File: src/rtl/multiplicador_secuencial.sv
// Shift-and-add unsigned multiplier: one BITS-wide ripple adder reused over BITS cycles.
// Includes the ripple-carry adder (sumador) and its full-adder cell.

module sumador_fa (
  input  logic a,
  input  logic b,
  input  logic ci,
  output logic s,
  output logic co
);
  assign s  = a ^ b ^ ci;
  assign co = (a & b) | (ci & (a ^ b));
endmodule

module sumador #(
  parameter int BITS = 4
) (
  input  logic [BITS-1:0] num1,
  input  logic [BITS-1:0] num2,
  input  logic            Cin,
  output logic [BITS-1:0] sum,
  output logic            Cout
);
  logic [BITS:0] c;

  assign c[0] = Cin;

  sumador_fa u_fa [BITS-1:0] (
    .a (num1),
    .b (num2),
    .ci(c[BITS-1:0]),
    .s (sum),
    .co(c[BITS:1])
  );

  assign Cout = c[BITS];
endmodule

module multiplicador_secuencial #(
  parameter int BITS = 4
) (
  input  logic              clk,
  input  logic              rst_n,
  input  logic              start,
  input  logic [BITS-1:0]   num1,
  input  logic [BITS-1:0]   num2,
  output logic              busy,
  output logic              done,
  output logic [2*BITS-1:0] Resul
);
  localparam int CW = (BITS > 1) ? $clog2(BITS) : 1;

  typedef enum logic [1:0] {IDLE, CALC, FIN} state_t;

  state_t          state;
  logic [BITS-1:0] m_r, a_r, q_r;
  logic [CW-1:0]   cnt;

  logic [BITS-1:0] sum, p;
  logic            cout, p_c;
  logic [BITS-1:0] a_nxt, q_nxt;
  logic            last;

  sumador #(.BITS(BITS)) u_sum (
    .num1(a_r),
    .num2(m_r),
    .Cin (1'b0),
    .sum (sum),
    .Cout(cout)
  );

  // Partial keeps the adder carry so it shifts into A instead of being lost.
  always_comb begin
    p_c = 1'b0;
    p   = a_r;
    if (q_r[0]) begin
      p_c = cout;
      p   = sum;
    end
  end

  assign a_nxt = {p_c, p[BITS-1:1]};
  assign q_nxt = {p[0], q_r[BITS-1:1]};
  assign last  = (cnt == CW'(BITS-1));

  always_ff @(posedge clk or negedge rst_n) begin
    if (!rst_n) begin
      state <= IDLE;
      m_r   <= '0;
      a_r   <= '0;
      q_r   <= '0;
      cnt   <= '0;
      Resul <= '0;
      busy  <= 1'b0;
      done  <= 1'b0;
    end else begin
      case (state)
        IDLE: begin
          if (start) begin
            m_r   <= num1;
            q_r   <= num2;
            a_r   <= '0;
            cnt   <= '0;
            busy  <= 1'b1;
            state <= CALC;
          end
        end
        CALC: begin
          a_r <= a_nxt;
          q_r <= q_nxt;
          cnt <= cnt + 1'b1;
          if (last) begin
            Resul <= {a_nxt, q_nxt};
            done  <= 1'b1;
            state <= FIN;
          end
        end
        FIN: begin
          done  <= 1'b0;
          busy  <= 1'b0;
          state <= IDLE;
        end
        default: begin
          done  <= 1'b0;
          busy  <= 1'b0;
          state <= IDLE;
        end
      endcase
    end
  end
endmodule

File: config.mk
export PLATFORM = sky130hd
export DESIGN_NAME = multiplicador_secuencial
export DESIGN_NICKNAME = d
export VERILOG_FILES = /design/src/rtl/multiplicador_secuencial.sv
export SDC_FILE = /design/constraint.sdc
export NUM_CORES = 1
export LEC_CHECK = 0
export CAP_MARGIN = 20
export CORE_UTILIZATION = 45
export DETAILED_ROUTE_END_ITERATION = 16
export GPL_ROUTABILITY_DRIVEN = 0
export PLACE_DENSITY_LB_ADDON = 0.05
export SYNTH_ARGS = -nofsm -noshare
export SYNTH_HDL_FRONTEND = slang
export SYNTH_SLANG_ARGS = --single-unit
File: constraint.sdc
create_clock -name clk -period 2.25 [get_ports clk]
set_input_delay 0.3375 -clock clk [delete_from_list [all_inputs] [get_ports clk]]
set_output_delay 0.3375 -clock clk [all_outputs]
set_load 0.01 [all_outputs]
### Word-level counts from Yosys, hierarchy flattened

Index checks and enable logic that the tools add are counted.
W data, S select, Z words.

* logic and storage cells: 55
* input bits: 11
* output and inout port bits: 10
* flip-flop bits (word level): 26

* reductions and logical operators: 8
* multiplexer cells: 15
* eq/ne operators: 4
* $add $sub $neg: 1
* bitwise logic cells: 19

Operators with widths (number)
* $pmux W4 S2: 2
* $mux W4: 3
* $reduce_and A2 Y1: 6
* $pmux W2 S2: 2
* $and A1 B1 Y1: 7
* $xor A1 B1 Y1: 7
* $mux W2: 3
* $ne A2 B2 Y1 const B: 2
* $pmux W1 S2: 2
* $mux W1: 3
* $or A1 B1 Y1: 3
* $add A2 B1 Y2 const B: 1
* $eq A2 B1 Y1 const B: 1
* $eq A2 B2 Y1 const B: 1
* $logic_not A2 Y1: 1
* $not A1 Y1: 2
* $reduce_bool A2 Y1: 1

### Depth between registers and ports, before layout

Gate-level depths: netlist (run 1).

* depth in word-level cells: 9
* mapped depth: 6
* mapped depth without buffers: 6

### Hierarchy

From an unflattened synthesis (run 1), not the netlist that was laid out.

* cells, all modules: 94
* area total of the unflattened synthesis: 1147.4 um2

By module, submodules not included
* multiplicador_secuencial: seq. area each 650.6 um2, area an instance 1067.3 um2, cells each 90, instances 1
* sumador_fa: seq. area each 0.0 um2, area an instance 20.0 um2, cells each 1, instances 4

### Worst setup path before layout (run 1)

OpenSTA, ideal clock, no wires.

* kind: reg-to-reg
* start point: register a_r[0]
* end point: register a_r[2]
* library setup time: 0.130 ns
* setup slack: 0.138 ns
* required time: 2.120 ns
* data arrival time: 1.982 ns
* period minus slack after synthesis: 2.112 ns
* buffers on the path: 0
* cell stages (with the launch flop): 7
* cell sequence: dfrtp_1 ha_1 fa_1 fa_1 fa_1 mux2i_1 o21ai_0

* cells in the longest elaborated chain, start to end: 8

Ends and longest elaborated chain
* start, declared: line 56 `logic [BITS-1:0] m_r, a_r, q_r;`
* start signal, assigned: line 109 `a_r <= a_nxt;`
* $and A1 B1 Y1 (2 in series): line 12 `assign co = (a & b) | (ci & (a ^ b));`
* $or A1 B1 Y1: line 12
* $and A1 B1 Y1: line 12
* $or A1 B1 Y1: line 12
* $xor A1 B1 Y1: line 11 `assign s = a ^ b ^ ci;`
* $mux W4: line 76 `if (q_r[0]) begin`
* $pmux W4 S2: line 97 `case (state)`

No other way between the ends.
A chain may end at the register's enable or synchronous reset.

### Final worst setup path (run 1)

Ends and elaborated chain as after synthesis.

==> results of run 1 <==
cells by family after synthesis:
kind of cell | Yosys count
DFF | 26
muxes | 10
adders and majority gates | 5
AOI/OAI and AO/OA | 22
buffers and inverters | 8
and+or+nand+nor | 26
flip-flops by register name (all words and copies together), names as in the netlist:
register	flops
state	2
m_r	4
a_r	4
done	1
Resul	8
q_r	4
busy	1
cnt	2
worst register-to-register path, delay by kind of cell (launching register included):
family	cells	cell delay, ns
DFF	1	0.42
AOI/OAI and AO/OA	1	0.10
adders and majority gates	4	1.37
muxes	1	0.18
power by group through the flow:
stage          Combinational [mW]  Sequential [mW]  Clock [mW]
4_1_cts                     0.748            0.859       0.327
3_3_place_gp                0.732            0.860           0
5_1_grt                     0.831            0.889       0.341
6_report                    0.737            0.856       0.313
3_5_place_dp                0.743            0.870           0
2_1_floorplan               0.514            0.830           0
repair_timing:
action	in CTS	in global routing
gates resized for setup	0	1
endpoints found under the hold margin	0	0
endpoints found under the setup margin	0	2
worst min-delay path by stage:
stage,startpoint,to,depth (start not counted)
after detailed placement,Resul[4]$_DFFE_PN0P_,Resul[4]$_DFFE_PN0P_,2
after global routing,rst_n,q_r[0]$_DFFE_PN0P_,2
final,rst_n,cnt[0]$_DFFE_PN0P_,2
after CTS,rst_n,Resul[5]$_DFFE_PN0P_,2
after floorplan,rst_n,Resul[0]$_DFFE_PN0P_,0
after global placement,Resul[5]$_DFFE_PN0P_,Resul[5]$_DFFE_PN0P_,2
cell usage after synthesis:
| library cell | number |
|---|---|
| dfrtp_1 | 26 |
| nand2_1 | 17 |
| o21ai_0 | 14 |
| mux2_2 | 6 |
| inv_1 | 4 |
| mux2i_1 | 4 |
| fa_1 | 3 |
| a21oi_1 | 2 |
| a22oi_1 | 2 |
| ha_1 | 2 |
| nor2_1 | 2 |
| a221oi_1 | 1 |
| and2b_2 | 1 |
| and3b_1 | 1 |
| buf_2 | 1 |
| buf_4 | 1 |
| buf_6 | 1 |
| clkbuf_1 | 1 |
| nand2b_1 | 1 |
| nand3b_4 | 1 |
| nor2b_1 | 1 |
| nor3b_4 | 1 |
| nor4b_1 | 1 |
| o21ai_1 | 1 |
| o21bai_2 | 1 |
| o22ai_1 | 1 |
per-layer routing:
| metal | GRT usage | vias up | part of all wire |
|---|---|---|---|
| li1 | - | 375 | - |
| met1 | 0.219 | 370 | 0.48 |
| met2 | 0.253 | 16 | 0.46 |
| met3 | 0.0261 | 4 | 0.040 |
| met5 | 0 | - | 0 |
| met4 | 0.0921 | 0 | 0.019 |
layout make-up:
| cell class | count | area [µm²] | area share |
|---|---|---|---|
| clock buffer | 3 | 22.5 | 0.0157 |
| clock inverter | 1 | 30.0 | 0.0209 |
| inverter | 4 | 15.0 | 0.0105 |
| multi-input combinational | 63 | 470 | 0.328 |
| sequential | 26 | 651 | 0.454 |
| tap | 30 | 37.5 | 0.0262 |
| timing repair buffer | 21 | 208 | 0.145 |
==> results_dict.tcl, run 1 <==
set metrics [dict create \
    status "finished clean" \
    cts_sinks 26 \
    rr_worst_depth 6 \
    ys_ff_latch 26 \
    leakagePower_nw 0.640 \
    slowest_stage "fa_1" \
    p_seq_frac 0.449 \
    power_density_nw_per_um2 1330 \
    cap_violations 0 \
    clock_latency_ns 0.32 \
    place_inst 144 \
    h-tree-depth 1 \
    vias_per_cell 5.17 \
    grt_use_total 0.165 \
    combPwrFrac 0.387 \
    synthMuxAreaShare 0.0927 \
    num_io_pins 21 \
    drive_gt1_frac 0.136 \
    fp.dieH_um 52.8 \
    syn_inst 97 \
    num-nets-final 135 \
    core_area_um2 2450 \
    numPortBuffers 20 \
    dieArea_um2 2790 \
    worstSetupStartpoint "a_r[0]$_DFFE_PN0P_" \
    synth_fp_nets 113 \
    synthAdderAreaFrac 0.0733 \
    post-route-util 0.584 \
    hold_path_class "primary input to asynchronous set/reset pin" \
    crit_chain "ha_1 > fa_2 > fa_1 > fa_1 > mux2i_1 > o21ai_0" \
    die_x_um 52.8 \
    total_power_mw 1.91 \
    tightest_slew_ns 0.417 \
    syn2layout_area_growth_pct 23.5 \
    slew_violations 0 \
    design_area_um2 1430 \
    critPathLaunchType "register" \
    skew_ns 0.00912 \
    post_synth_num_cell_types 26 \
    grt_pass1_wl_um 3210 \
    synthTopCellsByArea "dfrtp_1 56%, o21ai_0 6.0%, mux2_2 5.8%" \
    wirelength_um 1910 \
    detailed_place_hpwl_um 1380 \
    fin_crit_sh 0.963 \
    hold_violations 0 \
    drtAntennaViolNets 0 \
    crit_fanout 3 \
    avgSynthCellArea_um2 12.0 \
    power_switching_mw 0.654 \
    irDropWorstVdd_mv 0.709 \
    num_rows 18 \
    ctsHoldBuffers 0 \
    final_cell_mix "26 x dfrtp_1, 20 x clkdlybuf4s50_1, 17 x nand2_1" \
    yosysTopAreaCell "dfrtp_1" \
    synth_top_area_share 0.560 \
    wl_per_cell_um 12.9 \
    setup_slack_ns 0.0823 \
    relSlewSlack 0.722 \
    synth_xor_area_frac 0 \
    cts_root_buf "clkbuf_4" \
    cts_setup_buffers 0 \
    synth_top_family_by_area "simple AND/OR/NAND/NOR gates" \
    fin_hold_ws_ns 0.367 \
    synth_compound_area_frac 0.109 \
    grt_max_degree 27 \
    yosys_warnings 0 \
    max_stage_delay_ns 0.43 \
    endpoint_kind "register" \
    r2r-end "a_r[2]$_DFFE_PN0P_" \
    first_global_vias 721 \
    cp_data_arrival_time_ns 2.38 \
    drc_errors 0 \
    critPathBufInv 0 \
    cp.required_ns 2.46 \
    mappedNetlistArea_um2 1160 \
    setup_viol 0 \
    critical_path.top_delay_family "adder cells" \
    grt_setup_unrepaired "false" \
    synthSimpleGateAreaFrac 0.128 \
    grt.overflow.total 0 \
    min_period_ns 2.17 \
    final.setup.tns_ns 0 \
    power_frac_clock 0.164 \
    diodes 0 \
    dp_slack_ns 0.0379 \
    antenna_found_initial 0 \
    seq_area_frac_synth 0.560 \
    cts_tree "built" \
    path_depth 6 \
    reg2reg_from "a_r[0]$_DFFE_PN0P_" \
    cp-endpoint "a_r[2]$_DFFE_PN0P_" \
    r2r_slack_ns 0.08 \
    routed-via-count 765 \
    fill_cells 223 \
    place_area_um2 1380 \
    start_util 0.473 \
    cts.reportedPaths.clkPinSlew_ns 0.14 \
    clock.fmax_mhz 461 \
    switching_share 0.343 \
    final_cells 148 \
    final_common_cell "dfrtp_1" \
    drt_iter0_markers 8 \
    cp_common_cell "fa_1" \
    p_int_mw 1.25 \
    drtPass1Iterations 4 \
    clockBufferDepth 2 \
    cts_buffers 3 \
    setup.worst_path.class "register to register" \
]
(Power assumes the default switching activity.)
==> run 2, diff against run 1 <==
--- a/config.mk
+++ b/config.mk
@@ -6,7 +6,8 @@
 export NUM_CORES = 1
 export LEC_CHECK = 0
 export CAP_MARGIN = 20
-export CORE_UTILIZATION = 45
+export CORE_UTILIZATION = 53
+export CTS_BUF_LIST = sky130_fd_sc_hd__clkbuf_8
 export DETAILED_ROUTE_END_ITERATION = 16
 export GPL_ROUTABILITY_DRIVEN = 0
 export PLACE_DENSITY_LB_ADDON = 0.05
==> constraint.sdc (replaced) <==
create_clock -name clk -period 2.3 [get_ports clk]
set_input_delay 0.345 -clock clk [delete_from_list [all_inputs] [get_ports clk]]
set_output_delay 0.345 -clock clk [all_outputs]
set_load 0.01 [all_outputs]
==> results_dict.tcl, run 2 (synthesis results as in run 1) <==
set metrics [dict create \
    wl_met2_um 915 \
    die_x_um 48.8 \
    final_cells 146 \
    crit_chain "ha_1 > fa_1 > fa_1 > fa_1 > mux2i_1 > o21ai_0" \
    cts_root_buf "clkbuf_8" \
    r2r-end "a_r[2]$_DFFE_PN0P_" \
    fp.dieH_um 48.8 \
    tightest_slew_ns 0.420 \
    cp_common_cell "fa_1" \
    switching_share 0.337 \
    combPwrFrac 0.377 \
    max_stage_delay_ns 0.43 \
    largest-register "Resul" \
    diodes 0 \
    cts_buffers 3 \
    routed-via-count 764 \
    drt_iter0_markers 11 \
    slew_violations 0 \
    topRoutingLayerUsed "met4" \
    h-tree-depth 1 \
    first_global_vias 781 \
    num_rows 16 \
    syn2layout_area_growth_pct 25.2 \
    start_util 0.580 \
    cp_data_arrival_time_ns 2.36 \
    endpoint_kind "register" \
    cp.required_ns 2.46 \
    wirelength_um 1930 \
    cts_sinks 26 \
    fin_crit_sh 0.958 \
    drtPass1Iterations 4 \
    final.setup.tns_ns 0 \
    power_density_nw_per_um2 1340 \
    dp_slack_ns 0.0745 \
    p_seq_frac 0.429 \
    antenna_found_initial 0 \
    clock.fmax_mhz 454 \
    power_frac_clock 0.194 \
    dieArea_um2 2380 \
    r2r_slack_ns 0.1 \
    cap_violations 0 \
    place_inst 141 \
    grt_pass1_wl_um 3500 \
    cts_tree "built" \
    largest_reg_flops 8 \
    status "finished clean" \
    power_switching_mw 0.656 \
    detailed_place_hpwl_um 1380 \
    setup_slack_ns 0.0957 \
    grt_use_total 0.196 \
    slowest_stage "fa_1" \
    num-nets-final 136 \
    wirelength_met1_um 929 \
    drc_errors 0 \
    clock_latency_ns 0.27 \
    drive_gt1_frac 0.134 \
    hold_path_class "primary input to asynchronous set/reset pin" \
    rr_worst_depth 6 \
    final_common_cell "dfrtp_1" \
    clockBufferDepth 2 \
    setup_viol 0 \
    leakagePower_nw 0.654 \
    core_area_um2 2000 \
    cts.reportedPaths.clkPinSlew_ns 0.09 \
    numPortBuffers 20 \
    hold_violations 0 \
    drtAntennaViolNets 0 \
    crit_fanout 2 \
    p_int_mw 1.29 \
    ctsHoldBuffers 0 \
    grt_max_degree 27 \
    irDropWorstVdd_mv 0.823 \
    critical_path.top_delay_family "adder cells" \
    grt.overflow.total 0 \
    critPathLaunchType "register" \
    reg2reg_from "a_r[0]$_DFFE_PN0P_" \
    wl_met3_um 64 \
    min_period_ns 2.20 \
    critPathBufInv 0 \
    vias_per_cell 5.23 \
    num_io_pins 21 \
    grt_setup_unrepaired "false" \
    final_cell_mix "26 x dfrtp_1, 20 x clkdlybuf4s50_1, 17 x nand2_1" \
    wl_per_cell_um 13.2 \
    fill_cells 149 \
    relSlewSlack 0.720 \
    setup.worst_path.class "register to register" \
    skew_ns 0.00346 \
]
==> run 2: cell count changes in the layout (fill, tap and decap cells not counted) <==
cell,delta
buf_4,+1
clkbuf_4,-3
clkbuf_8,+3
fa_1,+1
fa_2,-1
==> run 2: layer usage <==
metal	vias up	GRT usage
met3	4	0.0436
li1	376	-
met5	-	0
met2	15	0.301
met4	0	0.0931
met1	369	0.266
==> run 2: worst max path at each step <==
stage / from / cells after the start / slack (ns) / to
finish: a_r[0]$_DFFE_PN0P_ / 6 / 0.1 / a_r[2]$_DFFE_PN0P_
global route: a_r[0]$_DFFE_PN0P_ / 6 / 0.03 / a_r[2]$_DFFE_PN0P_
CTS: a_r[0]$_DFFE_PN0P_ / 6 / 0.06 / a_r[2]$_DFFE_PN0P_
detailed placement: a_r[0]$_DFFE_PN0P_ / 6 / 0.07 / a_r[2]$_DFFE_PN0P_
global placement: a_r[0]$_DFFE_PN0P_ / 6 / 0.14 / a_r[2]$_DFFE_PN0P_
floorplan: a_r[0]$_DFFE_PN0P_ / 6 / 0.19 / a_r[2]$_DFFE_PN0P_
==> run 2: repair_timing <==
| item | CTS | global route |
|---|---|---|
| gates resized for setup | 0 | 0 |
| setup buffers | 0 | 1 |
| endpoints found under the setup margin | 0 | 1 |
==> run 2: power groups by stage <==
stage	combinational, mW	clock [mW]	sequential, mW
after floorplan	0.503	0	0.812
after global placement	0.709	0	0.838
after detailed placement	0.731	0	0.848
after CTS	0.736	0.384	0.839
after global routing	0.834	0.401	0.872
final	0.734	0.378	0.835
==> run 2: layout make-up <==
| type | count | area [µm²] | share of cell area |
|---|---|---|---|
| Inverter | 4 | 15.0 | 0.0103 |
| Timing Repair Buffer | 22 | 215 | 0.148 |
| Multi-Input combinational cell | 63 | 468 | 0.322 |
| Sequential cell | 26 | 651 | 0.448 |
| Clock inverter | 1 | 30.0 | 0.0207 |
| Tap cell | 27 | 33.8 | 0.0232 |
| Clock buffer | 3 | 41.3 | 0.0284 |
==> run 2: per-stage QoR <==
| stage | total power, mW | area, µm² | hold slack, ns | utilization |
|---|---|---|---|---|
| floorplan | 1.32 | 1160 | 0.0494 | - |
| global placement | 1.55 | 1380 | 0.461 | 0.687 |
| detailed placement | 1.58 | 1380 | 0.470 | 0.687 |
| CTS | 1.96 | 1450 | 0.447 | 0.723 |
| global route | 2.11 | 1450 | 0.470 | 0.726 |
| finish | 1.95 | 1450 | 0.436 | 0.726 |
